==> config.mk <==
export PLATFORM = sky130hd
export DESIGN_NAME = traffic_countdown
export DESIGN_NICKNAME = d
export VERILOG_FILES = /design/src/rtl/traffic_pkg.sv /design/src/rtl/traffic_countdown_bcd_down2.sv /design/src/rtl/traffic_countdown.sv
export SDC_FILE = /design/constraint.sdc
export NUM_CORES = 1
export LEC_CHECK = 0
export ABC_AREA = 1
export BUFFER_PORTS_ARGS = -buffer_cell sky130_fd_sc_hd__buf_2
export CAP_MARGIN = 20
export CORE_MARGIN = 8
export CORE_UTILIZATION = 40
export DETAILED_ROUTE_END_ITERATION = 12
export PLACE_DENSITY = 0.66
export SLEW_MARGIN = 20
export SYNTH_ARGS = -nofsm -noshare
export SYNTH_HDL_FRONTEND = slang
export SYNTH_HIERARCHICAL = 1
export SYNTH_SLANG_ARGS = --single-unit
==> constraint.sdc <==
create_clock -name clk_500 -period 3.9 [get_ports clk_500]
set_input_delay 0.39 -clock clk_500 [delete_from_list [all_inputs] [get_ports clk_500]]
set_output_delay 0.39 -clock clk_500 [all_outputs]
set_load 0.005 [all_outputs]
==> src/rtl/traffic_pkg.sv <==
// Shared types and constants for the intersection phase controller.
// Pure definitions: no logic, no latency, no flow control.
package traffic_pkg;

  typedef enum logic [2:0] {
    NS_G  = 3'd0,
    NS_Y  = 3'd1,
    EW_G  = 3'd2,
    EW_Y  = 3'd3,
    FLASH = 3'd4
  } state_t;

  localparam logic [2:0] LIGHT_RED = 3'b100;
  localparam logic [2:0] LIGHT_YEL = 3'b010;
  localparam logic [2:0] LIGHT_GRN = 3'b001;
  localparam logic [2:0] LIGHT_OFF = 3'b000;

  localparam logic [3:0] DIGIT_BLANK = 4'hF;

  // Elaboration-time only: turns a 0..99 parameter into two BCD digits.
  function automatic logic [7:0] to_bcd(input int v);
    return {4'(v / 10), 4'(v % 10)};
  endfunction

endpackage

==> src/rtl/traffic_countdown_bcd_down2.sv <==
// Two-digit BCD down counter, synchronous load wins over decrement.
// Count visible one cycle after load/dec; no flow control.
module bcd_down2 #(
  parameter logic [7:0] RST_VAL = 8'h00
) (
  input  logic       clk_500,
  input  logic       rst,
  input  logic       load,
  input  logic [7:0] load_val,
  input  logic       dec,
  output logic [7:0] cnt
);

  always_ff @(posedge clk_500) begin
    if (rst) begin
      cnt <= RST_VAL;
    end else if (load) begin
      cnt <= load_val;
    end else if (dec) begin
      if (cnt[3:0] == 4'd0) begin
        cnt <= {cnt[7:4] - 4'd1, 4'd9};
      end else begin
        cnt[3:0] <= cnt[3:0] - 4'd1;
      end
    end
  end

endmodule

==> src/rtl/traffic_countdown.sv <==
// Intersection phase FSM plus per-direction BCD countdowns; night flashing with NIGHT_MODE_EN.
// Outputs registered one cycle after the internal change; no backpressure.
module traffic_countdown
  import traffic_pkg::*;
#(
  parameter int TICK_DIV = 500,
  parameter int NS_GREEN = 25,
  parameter int EW_GREEN = 20,
  parameter int YELLOW   = 3
) (
  input  logic       clk_500,
  input  logic       rst,
`ifdef NIGHT_MODE_EN
  input  logic       night,
`endif
  output logic [3:0] fir,
  output logic [3:0] sec,
  output logic [3:0] thi,
  output logic [3:0] fou,
  output logic [2:0] ns_light,
  output logic [2:0] ew_light
);

  localparam int DIV_W = (TICK_DIV > 2) ? $clog2(TICK_DIV) : 1;
  localparam logic [7:0] NSG_BCD = to_bcd(NS_GREEN);
  localparam logic [7:0] NSR_BCD = to_bcd(NS_GREEN + YELLOW);
  localparam logic [7:0] EWG_BCD = to_bcd(EW_GREEN);
  localparam logic [7:0] EWR_BCD = to_bcd(EW_GREEN + YELLOW);
  localparam logic [7:0] YEL_BCD = to_bcd(YELLOW);

  state_t state, state_nxt;
  logic [DIV_W-1:0] div;
  logic tick, div_clr, flash_on;
  logic ns_load, ew_load, ns_dec, ew_dec;
  logic [7:0] ns_load_val, ew_load_val, ns_cnt, ew_cnt;
  logic [2:0] ns_light_d, ew_light_d;
  logic [15:0] digits_d;

  assign tick = (div == DIV_W'(TICK_DIV - 1));

  always_ff @(posedge clk_500) begin
    if (rst || div_clr || tick) div <= '0;
    else                        div <= div + DIV_W'(1);
  end

  always_ff @(posedge clk_500) begin
    if (rst) state <= NS_G;
    else     state <= state_nxt;
  end

  always_comb begin
    state_nxt   = state;
    div_clr     = 1'b0;
    ns_load     = 1'b0;
    ew_load     = 1'b0;
    ns_dec      = 1'b0;
    ew_dec      = 1'b0;
    ns_load_val = NSG_BCD;
    ew_load_val = NSR_BCD;
    case (state)
      NS_G: if (tick) begin
        if (ns_cnt == 8'h01) begin
          state_nxt   = NS_Y;
          ns_load     = 1'b1;
          ns_load_val = YEL_BCD;
          ew_dec      = 1'b1;
        end else begin
          ns_dec = 1'b1;
          ew_dec = 1'b1;
        end
      end
      NS_Y: if (tick) begin
        if (ns_cnt == 8'h01) begin
          state_nxt   = EW_G;
          ns_load     = 1'b1;
          ew_load     = 1'b1;
          ns_load_val = EWR_BCD;
          ew_load_val = EWG_BCD;
        end else begin
          ns_dec = 1'b1;
          ew_dec = 1'b1;
        end
      end
      EW_G: if (tick) begin
        if (ew_cnt == 8'h01) begin
          state_nxt   = EW_Y;
          ew_load     = 1'b1;
          ew_load_val = YEL_BCD;
          ns_dec      = 1'b1;
        end else begin
          ns_dec = 1'b1;
          ew_dec = 1'b1;
        end
      end
      EW_Y: if (tick) begin
        if (ew_cnt == 8'h01) begin
          state_nxt = NS_G;
          ns_load   = 1'b1;
          ew_load   = 1'b1;
        end else begin
          ns_dec = 1'b1;
          ew_dec = 1'b1;
        end
      end
`ifdef NIGHT_MODE_EN
      FLASH: if (!night) begin
        state_nxt = NS_G;
        ns_load   = 1'b1;
        ew_load   = 1'b1;
        div_clr   = 1'b1;
      end
`endif
      default: begin
        state_nxt = NS_G;
        ns_load   = 1'b1;
        ew_load   = 1'b1;
        div_clr   = 1'b1;
      end
    endcase
`ifdef NIGHT_MODE_EN
    // Night request overrides whatever the phase logic decided.
    if (night && state != FLASH) begin
      state_nxt = FLASH;
      div_clr   = 1'b1;
      ns_load   = 1'b0;
      ew_load   = 1'b0;
      ns_dec    = 1'b0;
      ew_dec    = 1'b0;
    end
`endif
  end

`ifdef NIGHT_MODE_EN
  always_ff @(posedge clk_500) begin
    if (rst)                                    flash_on <= 1'b0;
    else if (state_nxt == FLASH && state != FLASH) flash_on <= 1'b1;
    else if (state == FLASH && tick)            flash_on <= ~flash_on;
  end
`else
  assign flash_on = 1'b0;
`endif

  bcd_down2 #(.RST_VAL(NSG_BCD)) u_ns_cnt (
    .clk_500 (clk_500),
    .rst     (rst),
    .load    (ns_load),
    .load_val(ns_load_val),
    .dec     (ns_dec),
    .cnt     (ns_cnt)
  );

  bcd_down2 #(.RST_VAL(NSR_BCD)) u_ew_cnt (
    .clk_500 (clk_500),
    .rst     (rst),
    .load    (ew_load),
    .load_val(ew_load_val),
    .dec     (ew_dec),
    .cnt     (ew_cnt)
  );

  always_comb begin
    ns_light_d = LIGHT_GRN;
    ew_light_d = LIGHT_RED;
    digits_d   = {ns_cnt, ew_cnt};
    case (state)
      NS_G: begin end
      NS_Y: ns_light_d = LIGHT_YEL;
      EW_G: begin
        ns_light_d = LIGHT_RED;
        ew_light_d = LIGHT_GRN;
      end
      EW_Y: begin
        ns_light_d = LIGHT_RED;
        ew_light_d = LIGHT_YEL;
      end
      default: begin
        ns_light_d = flash_on ? LIGHT_YEL : LIGHT_OFF;
        ew_light_d = flash_on ? LIGHT_YEL : LIGHT_OFF;
        digits_d   = {4{DIGIT_BLANK}};
      end
    endcase
  end

  always_ff @(posedge clk_500) begin
    if (rst) begin
      {fir, sec} <= NSG_BCD;
      {thi, fou} <= NSR_BCD;
      ns_light   <= LIGHT_GRN;
      ew_light   <= LIGHT_RED;
    end else begin
      {fir, sec, thi, fou} <= digits_d;
      ns_light             <= ns_light_d;
      ew_light             <= ew_light_d;
    end
  end

endmodule

==> metrics.md <==
| Metric | Value |
|---|---|
| Status | `finished clean` |
| Proportion of layout cells with a drive suffix above 1 | `17.1%` |
| Crit path kind | `flop to flop` |
| Count leader, synth | `nand2_1` |
| Setup tns final | `0 ps` |
| FMAX | `426 MHz` |
| Sequential share of the synthesized area | `41.5%` |
| Htree depth | `2` |
| Max Cap Viol | `0` |
| First-pass GRT wire length | `8200 µm` |
| Diodes inserted | `0` |
| CTS Sinks | `49` |
| Hold WS | `453 ps` |
| Root Buffer | `clkbuf_8` |
| Syn_area_per_cell | `7.33 µm²` |
| Worst vdd ir | `0.146 mV` |
| Clk pin slew, worst setup/hold paths | `90 ps` |
| Hold Path Class | `flop to flop` |
| Worst EP required | `4100 ps` |
| Clock power share | `36.6%` |
| Fill cells | `595` |
| Routed WL | `4720 µm` |
| Setup Fix Bufs, Post-CTS | `0` |
| Clock latency on the worst-skew pair | `310 ps` |
| Final setup vio count | `0` |
| Share of power burned in registers | `61.1%` |
| Crit. End Element | `flop` |
| DR vias | `1988` |
| Final Cycle Share | `60.2%` |
| Clock Skew | `7.18 ps` |
| Post-cts resize count | `0` |
| Gate power share | `2.3%` |
| Post-Syn Area | `2370 µm²` |
| Commonest cells in the synthesized netlist | `nand2_1, dfxtp_1, inv_1` |
| Final min period | `2350 ps` |
| Global route total overflow | `0` |
| Site Rows | `28` |
| Post-synth top area cell | `dfxtp_1` |
| Initial antenna violation count | `0` |
| CP Launch Type | `flop` |
| Synth area leaders | `dfxtp_1, nand2_1, inv_1, a21oi_1, nor2_1` |
| Total CTS buffers | `5` |
| Asr flop ratio synth | `0%` |
| Switching power share of the total | `23.1%` |
| Area share of the largest cell type after synthesis | `41.5%` |
| Leak pwr | `1.24 nW` |
| Cell area after placement | `2570 µm²` |
| PortBufs | `23` |
| Synth unique cells | `35` |
| IO Count | `24` |
| Cells after Synth | `323` |
| Area Growth Syn to Fin | `12.3%` |
| Antenna-violating nets left | `0` |
| Final GP Congestion | `0.833` |
| Crit-path max FO | `13` |
| Die Area | `8630 µm²` |
| Vias per cell | `4.61` |
| Seq. cell area | `981 µm²` |
| Hold buffer count at cts | `0` |
| Post-detail-place hpwl | `3640 µm` |
| Drt drc | `0` |
| Main synth FF type | `dfxtp_1` |
| # nets final | `366` |
| Detailed-router iteration count before antenna repair | `4` |
| Clock buffer depth | `2` |
| RSZ-0062 raised after global routing | `no` |
| Starting Density | `40.7%` |
| Crit path DAT | `2540 ps` |
| Vias in the first global route | `1814` |
| Core Util, Final | `45.7%` |
| Initial drt markers | `116` |
| Chip height | `92.9 µm` |
| WL/cell | `11.0 µm` |
| Post-synth EDFFs | `0` |
| Gr usage total | `11.7%` |
| Core Footprint | `5820 µm²` |
| Cell-internal power | `635 µW` |
| Multi-input logic area | `1180 µm²` |
| Final Slew Violations | `0` |
| Largest net degree at the start of global routing | `26` |
| P_sw | `191 µW` |
| R2R Setup Slk | `1550 ps` |
| Final Hold Viols | `0` |
| CTS tree | `done` |
| FF+latch count, synth | `49` |
| Tot Pwr | `825 µW` |
| Ys Warns | `6` |
| Post-route cell area | `2660 µm²` |
| Die Width | `92.9 µm` |
| PwrDens | `311 nW/µm²` |
[metal layers]
layer  vias to the layer above  global-route usage [%]  wire (µm)
li1                       1074                       -          -
met1                       879                    14.8       2340
met2                        27                    17.7       2030
met3                         8                    3.48        233
met4                         0                    6.04        109
met5                         -                       0          0
[cell type report]
type                    count  area share, %
multi-input cells         225           44.6
flip-flops and latches     49           36.9
inverters                  51           7.21
repair buffers             23           4.33
well taps                  75           3.53
clock buffers               5           2.59
clock inverters             3          0.801
[flip-flops by register name, summed over array words and instances, names as in the netlist]
register,count
u_ew_cnt/cnt,8
fir,4
thi,4
div,9
fou,4
state,2
sec,4
ew_light,3
u_ns_cnt/cnt,8
ns_light,3
[cell families (layout without fill, tap and decap cells)]
logic type               count (synthesis)  count (layout)  synth area share, %
flip-flops                              49              49                 41.5
AND/OR/NAND/NOR                        151             151                 29.8
AO/OA/AOI/OAI                           55              55                 13.8
adder cells (fa/ha/maj)                  9               9                 4.76
other                                    2               9                0.317
buffers and inverters                   56              82                 9.57
XOR/XNOR                                 1               1                0.370
[cell usage in the layout, fill, tap and decap left out, types with 8 or more instances in the layout]
cell	count
inv_1	47
nand3_1	17
nor2_1	36
a21oi_1	27
dfxtp_1	49
conb_1	9
buf_2	23
ha_1	9
o21ai_0	8
nand2_1	65
[path summary, 6_finish.rpt]
check / cells after the start / from / to
max: 10 / state[0] / u_ns_cnt/cnt[2]
min: 1 / div[0] / div[0]
max reg2reg: 10 / state[0] / u_ns_cnt/cnt[2]
min reg2reg: 1 / div[0] / div[0]
[metrics by stage]
step / cells / worst slack [ps]
CTS: 431 / 1570
finish: 431 / 1550
global route: 431 / 1270
global placement: 423 / 1630
detailed placement: 423 / 1580
floorplan: 330 / 1880
[critical path, cell delays in order, from the launching register on]
cell and delay [ps]:
dfxtp_1 390, inv_1 110, ha_1 250, nor2_2 250, nand2_1 340, nand3_1 330, inv_2 150, nand2_1 140
nor3_1 60, nor2_1 130, nand3_1 80
[power by group through the flow]
| stage | combinational (mW) | sequential, mW | clock [mW] |
|---|---|---|---|
| after global placement | 0.0187 | 0.516 | 0 |
| after floorplan | 0.0137 | 0.516 | 0 |
| after detailed placement | 0.0187 | 0.516 | 0 |
| after CTS | 0.0187 | 0.504 | 0.314 |
| final | 0.0187 | 0.504 | 0.302 |
| after global routing | 0.0215 | 0.505 | 0.337 |
Power figures use the tool's default switching activity.
